$ cat config.mk
export PLATFORM = sky130hd
export DESIGN_NAME = serial_frame_arbiter
export DESIGN_NICKNAME = d
export VERILOG_FILES = /design/src/rtl/serial_frame_arbiter.sv
export SDC_FILE = /design/constraint.sdc
export NUM_CORES = 1
export LEC_CHECK = 0
export ABC_CLOCK_PERIOD_IN_PS = 2400
export CAP_MARGIN = 20
export CORE_MARGIN = 10
export CORE_UTILIZATION = 61
export CTS_CLUSTER_DIAMETER = 60
export CTS_CLUSTER_SIZE = 24
export DETAILED_ROUTE_END_ITERATION = 12
export DONT_BUFFER_PORTS = 1
export MAX_ROUTING_LAYER = met4
export PLACE_DENSITY_LB_ADDON = 0.05
export SLEW_MARGIN = 15
export SYNTH_ARGS = -nofsm -noshare
export SYNTH_HDL_FRONTEND = slang
export SYNTH_SLANG_ARGS = --single-unit
$ cat constraint.sdc
create_clock -name clk -period 2.4 [get_ports clk]
set_input_delay 0.72 -clock clk [delete_from_list [all_inputs] [get_ports clk]]
set_output_delay 0.72 -clock clk [all_outputs]
set_load 0.02 [all_outputs]
$ cat src/rtl/serial_frame_arbiter.sv
// Serial frame arbiter: round-robin grants one of n_req serial requesters
// to a shared serial_to_parallel for exactly one width-bit frame, with
// abort on request withdrawal or on a run of idle granted cycles.
module serial_frame_arbiter #(
    parameter int n_req   = 4,
    parameter int width   = 8,
    parameter int timeout = 16,
    localparam int SRC_W  = (n_req > 1) ? $clog2(n_req) : 1
) (
    input  logic             clk,
    input  logic             rst,
    input  logic [n_req-1:0] req,
    input  logic [n_req-1:0] serial_valid_in,
    input  logic [n_req-1:0] serial_data_in,
    output logic [n_req-1:0] grant,
    output logic             serial_valid,
    output logic             serial_data,
    output logic             frame_done,
    output logic             frame_aborted,
    output logic             sink_flush,
    output logic [SRC_W-1:0] frame_src,
    output logic             busy
);

    localparam int CNT_W = (width > 1) ? $clog2(width) : 1;

    typedef enum logic {IDLE, BUSY} state_t;

    state_t             state_q;
    logic [n_req-1:0]   grant_q;
    logic [SRC_W-1:0]   gidx_q;
    logic [SRC_W-1:0]   rr_ptr_q;
    logic [SRC_W-1:0]   frame_src_q;
    logic [CNT_W-1:0]   bit_cnt_q;
    logic [7:0]         idle_cnt_q;
    logic               busy_q;
    logic               frame_done_q;
    logic               frame_aborted_q;
    logic               sink_flush_q;

    logic [2*n_req-1:0] req_rot;
    logic               pick_vld;
    logic [SRC_W-1:0]   pick_idx;
    logic [SRC_W-1:0]   rr_ptr_d;
    logic               req_g;
    logic               last_bit;
    logic               stall_out;
    logic               abort_c;

    // Round-robin pick: rotate req so rr_ptr sits at bit 0, take the lowest set bit.
    always_comb begin
        req_rot  = {req, req} >> rr_ptr_q;
        pick_vld = 1'b0;
        pick_idx = '0;
        for (int k = 0; k < n_req; k++) begin
            if (!pick_vld && req_rot[k]) begin
                pick_vld = 1'b1;
                pick_idx = SRC_W'((int'(rr_ptr_q) + k) % n_req);
            end
        end
    end

    // Grant mux toward the shared deserializer and frame end conditions.
    always_comb begin
        serial_valid = |(serial_valid_in & grant_q);
        serial_data  = serial_valid & (|(serial_data_in & grant_q));
        req_g        = |(req & grant_q);
        last_bit     = serial_valid && (bit_cnt_q == CNT_W'(width - 1));
        stall_out    = !serial_valid && (idle_cnt_q == 8'(timeout - 1));
        abort_c      = !req_g || stall_out;
        rr_ptr_d     = (gidx_q == SRC_W'(n_req - 1)) ? '0 : gidx_q + SRC_W'(1);
    end

    // Arbiter FSM: grant, bit/idle counting, completion and abort pulses.
    always_ff @(posedge clk) begin
        if (rst) begin
            state_q         <= IDLE;
            grant_q         <= '0;
            gidx_q          <= '0;
            rr_ptr_q        <= '0;
            frame_src_q     <= '0;
            bit_cnt_q       <= '0;
            idle_cnt_q      <= '0;
            busy_q          <= 1'b0;
            frame_done_q    <= 1'b0;
            frame_aborted_q <= 1'b0;
            sink_flush_q    <= 1'b0;
        end else begin
            frame_done_q    <= 1'b0;
            frame_aborted_q <= 1'b0;
            sink_flush_q    <= 1'b0;
            case (state_q)
                IDLE: begin
                    if (pick_vld) begin
                        state_q    <= BUSY;
                        grant_q    <= n_req'(1) << pick_idx;
                        gidx_q     <= pick_idx;
                        busy_q     <= 1'b1;
                        bit_cnt_q  <= '0;
                        idle_cnt_q <= '0;
                    end
                end
                BUSY: begin
                    // A valid final bit completes the frame even if req drops with it.
                    if (last_bit || abort_c) begin
                        state_q         <= IDLE;
                        grant_q         <= '0;
                        busy_q          <= 1'b0;
                        bit_cnt_q       <= '0;
                        idle_cnt_q      <= '0;
                        rr_ptr_q        <= rr_ptr_d;
                        frame_src_q     <= gidx_q;
                        frame_done_q    <= last_bit;
                        frame_aborted_q <= !last_bit;
                        sink_flush_q    <= !last_bit;
                    end else if (serial_valid) begin
                        bit_cnt_q  <= bit_cnt_q + CNT_W'(1);
                        idle_cnt_q <= '0;
                    end else begin
                        idle_cnt_q <= idle_cnt_q + 8'd1;
                    end
                end
                default: state_q <= IDLE;
            endcase
        end
    end

    assign grant         = grant_q;
    assign busy          = busy_q;
    assign frame_done    = frame_done_q;
    assign frame_aborted = frame_aborted_q;
    assign sink_flush    = sink_flush_q;
    assign frame_src     = frame_src_q;

endmodule

After elaboration in Yosys (flattened, before gate mapping) --
Index checks and enable logic that the tools add are counted.
Cells by class: eq/ne operators 6, shifts and indexed selects 2, reduce and logical (&&, ||, !) cells 21, magnitude comparators 0, multipliers 0, div/mod/pow operators 0, $add $sub $neg 6, bitwise operators 6, mux-type cells 26
Operators by type and width (number):
- $mux W8 | 3
- $pmux W8 S2 | 1
- $and A4 B4 Y4 | 3
- $reduce_or A4 Y1 | 3
- $mux W2 | 5
- $mux W3 | 3
- $add A8 B1 Y8 const B | 1
- $eq A8 B4 Y1 const B | 1
- $mux W1 | 8
- $mux W4 | 2
- $pmux W4 S2 | 1
- $reduce_and A2 Y1 | 4
- $shr A8 B2 Y4 | 1
- $logic_not A1 Y1 | 6
- $pmux W3 S2 | 1
- $logic_and A1 B1 Y1 | 5
- $add A2 B1 Y2 const B | 2
- $add A2 B2 Y2 const B | 2
- $pmux W1 S2 | 2
- $shl A1 B2 Y4 const A | 1
- $add A3 B1 Y3 const B | 1
- $eq A3 B3 Y1 const B | 1
- $ne A3 B2 Y1 const B | 1
- $reduce_or A3 Y1 | 1
- 6 further kinds | 8
Storage, ports and cells: input port bits 14, memories kept 0, memory bits (read-only) 0, bits in latches 0, memory bits (writable) 0, register bits 25, output and inout bits 12

Depth between registers and ports, before layout --
depth after elaboration 14, depth in mapped cells 6, gate-level depth less buffers 6

Worst setup path before layout --
Ideal clock, no wire load.
kind input to output, start input port serial_valid_in[0], end output port serial_valid, arrival 1.310 ns, required time 1.680 ns, cell stages on the path 3, slack 0.370 ns, cells stage by stage a22o_1 -> nor2_1 -> inv_1
Between the ends: cells in the longest elaborated chain, start to end 2
Ends and longest elaborated chain:
- start, declared | line 13 | input logic [n_req-1:0] serial_valid_in,
- $and A4 B4 Y4 | line 65 | serial_valid = |(serial_valid_in & grant_q);
- $reduce_or A4 Y1 | line 65
- end, declared | line 16 | output logic serial_valid,
No other way between the ends.

Worst setup path after layout --
start register grant_q[0] (netlist: grant[0]), end output port serial_data
Between the ends: cells in the longest elaborated chain, start to end 3
Ends and longest elaborated chain:
- start, declared | line 30 | logic [n_req-1:0] grant_q;
- start signal, assigned | line 96 | grant_q <= n_req'(1) << pick_idx;
- $and A4 B4 Y4 (on tied branches) | line 65, 66
- $reduce_or A4 Y1 (on tied branches) | line 65, 66
- $and A1 B1 Y1 (*) | line 66 | serial_data = serial_valid & (|(serial_data_in & grant_q));
- end, declared | line 17 | output logic serial_data,
Every way passes the cells marked *; elsewhere a longest branch is shown, timed or not.

==> impl_results.md <==
* Status: finished clean
* Mux contribution to synthesized area at 2.45%
* CTS Sinks at 25
* Initial antenna violation count at 0
* Post-synthesis xor/xnor area fraction at 4.62%
* Tmin final at 2.19 ns
* Vias at 1,117
* Maximum VDD drop at about 410 uV
* Number of synthesized flops with an enable pin at 0
* Area taken by multi-input logic gates at a little under 800 um2
* Via-to-Cell Ratio at 6.73
* R2r setup slk at 0.36 ns
* Endpoint type of the worst setup path: output port
* H-Tree Depth at 1
* Most Crowded Layer GR: met2
* Worst Path Buf+Inv at 1
* Wirelength per Cell at 17.8 um
* Residual DRC at 0
* Critical Path AT at 1.47 ns
* Max frequency at 457 MHz
* Antenna diodes at 0
* Synth Instances at 139
* Post-synthesis adder-cell area fraction at 3.77%
* PortBufs at 0
* Endpoints failing setup at 0
* Cell count after placement at 162
* Ys flop type: dfxtp_1
* Clock root cell: clkbuf_4
* Total Nets Final at 158
* Final hold viol count at 0
* CTS Hold Bufs at 0
* Die H at 66.6 um
* GRT met1 Usage at 18.3%
* First-pass GRT wire length at 4920 um
* Core area at 2020 um2
* Hold WC Path Type: in -> reg
* CP Launch Type: flip-flop
* Met3 Usage GRT at around 4.3%
* Drt total wl at a little under 3000 um
* Slew @ Worst Pin at between 0.9 and 1 ns
* Sequential Area at 500 um2
* Num rows at 16
* Area Overhead vs Synth at 2.55%
* P per Cell Area at ~570 nW/um2
* Total die area at 4440 um2
* I/O pin count at 26
* Post-synthesis average cell area at 9.54 um2
* Die Width at 66.6 um
* Crit Path Class: reg -> out
* Placed Area at about 1300 um2
* Setup Buffers After CTS at 0
* Slew Limit Fails at 0
* Crit path cell chain: a22o_1 > nor2_1 > a21oi_1 > buf_4
* CP max FO at 6
* Critical path's largest stage delay at 0.58 ns
* Vias in the first global route at 1,051
* Max-cap violations at 0
* Worst Clk Skew at 0.00263 ns
* Layout cells sized above 1 at between 10% and 20%
* Reg clk slew, reported paths at 0.13 ns
* Leakage power at 0.510 nW
* Crit-path leading delay family: flip-flops
* Post-Synth Simple-Gate Area at between 10% and 20%
* Initial DRC Count at 77
* Max-slew headroom at between 30% and 40%
* Filler instances at 178
* Fin cells at between 150 and 200
* Worst Hold Slack at 0.457 ns
* Area of the mapped netlist at approximately 1300 um2
* Gr usage total at 14.1%
* GR Util met2 at 20.0%
* Final HPWL DP at around 2300 um
* Initial Util at 65.6%
* Skew-Pair Late Insertion Delay at between 0.3 and 0.4 ns
* Bufs on Longest Clock Path at 2
* Power, Total at a little under 800 uW
* Seq cells post-synth at 25
* Yosys cell types at 43
* PnR worst setup slack at 0.211 ns
* GP Congestion at 0.792
* Setup_tns at 0 ns
* Util after Layout at 67.3%
* Crit path required time at 1.68 ns
* Critical path's slowest cell: dfxtp_1
* RSZ-0062 raised after global routing: false
* Seq/Total Area, Yosys at 37.7%
* Final Instance Area at ~1400 um2
* DP Worst Slack at roughly 0.12 ns
* PostCTS Resize Cnt at 0
* ANT nets after route at 0
* First-pass iteration count of the detailed router at 4
* Largest net degree at the start of global routing at 25
* Final critical-path share of the clock period at 91.2%
* Async SR Flop Fraction at 0%
* Compound-Gate Fraction of Synth Area at 27.3%
* Syn_nets at 157
* CTS tree: done
* Grt total ovfl at 0
* Synthesis Warnings at 0
* Largest family of logic cells by synthesized area: compound AO/OA/AOI/OAI gates
* Num CTS Buffers at 3
==> worst paths after layout <==
check,startpoint,endpoint,cells past startpoint
setup / recovery,grant[0],serial_data,4
hold / removal,rst,idle_cnt_q[1],1
setup reg to reg,idle_cnt_q[4],idle_cnt_q[2],4
hold reg to reg,bit_cnt_q[1],bit_cnt_q[1],2
==> layer usage <==
| layer | vias to the layer above | share of wire [%] |
|---|---|---|
| met5 | - | 0 |
| li1 | 545 | - |
| met3 | 4 | 8.3 |
| met1 | 519 | 46 |
| met4 | 0 | 1.4 |
| met2 | 49 | 44 |
==> flip-flops by register name (all words and copies together) (netlist names) <==
name and flops:
busy 1, rr_ptr_q 2, state_q 1, frame_done 1, gidx_q 2, grant 4
idle_cnt_q 8, bit_cnt_q 3, frame_src 2, sink_flush 1
==> cells in the mapped netlist, drive strengths merged (2+ instances only) <==
master	instances	area [um2]
nor2	5	18.8
o2bb2ai	3	26.3
nor3	14	75.1
a21oi	7	35.0
buf	3	30.0
nand2b	6	37.5
dfxtp	25	500
or2b	2	15.0
xor2	7	61.3
a21boi	2	15.0
and2	2	12.5
nor2b	3	18.8
nand2	2	7.51
a22oi	6	45.0
o2111ai	5	43.8
o21ai	2	10.0
mux2	2	22.5
or3	2	12.5
o311ai	2	17.5
a32o	4	45.0
clkbuf	3	11.3
o211ai	3	22.5
nor4	2	12.5
and4	2	17.5
inv	4	15.0
ha	4	50.1
a22o	3	26.3
==> placed cells by master (no fill, tap or decap), types with 3 or more instances in the layout <==
master and instances:
dfxtp_1 25, nor3_1 13, a21oi_1 7, xor2_1 7, a22oi_1 6, nand2b_1 6, nor2_1 5, o2111ai_1 5
inv_1 4, a32o_2 4, ha_1 4, a22o_1 3, nor2b_1 3, o211ai_1 3, o2bb2ai_1 3, clkbuf_4 3
==> kinds of logic after synthesis <==
group                    count (synthesis)
AO/OA/AOI/OAI                           45
AND/OR/NAND/NOR                         45
flip-flops                              25
buffers and inverters                   10
XOR/XNOR                                 7
adder cells (fa/ha/maj)                  4
multiplexers                             3
==> area by class of cell <==
type	instances	share of cell area (%)
clock buffers	4	1.93
inverters	4	1.10
multi-input cells	104	56.6
flip-flops and latches	25	36.8
well taps	27	2.48
repair buffers	2	1.10
==> report_power, final <==
group	internal, mW	switching (mW)
logic	0.0520	0.0653
clock network	0.0650	0.122
registers	0.435	0.0418
total	0.552	0.229
No activity file was read; power rests on OpenSTA's default activity.
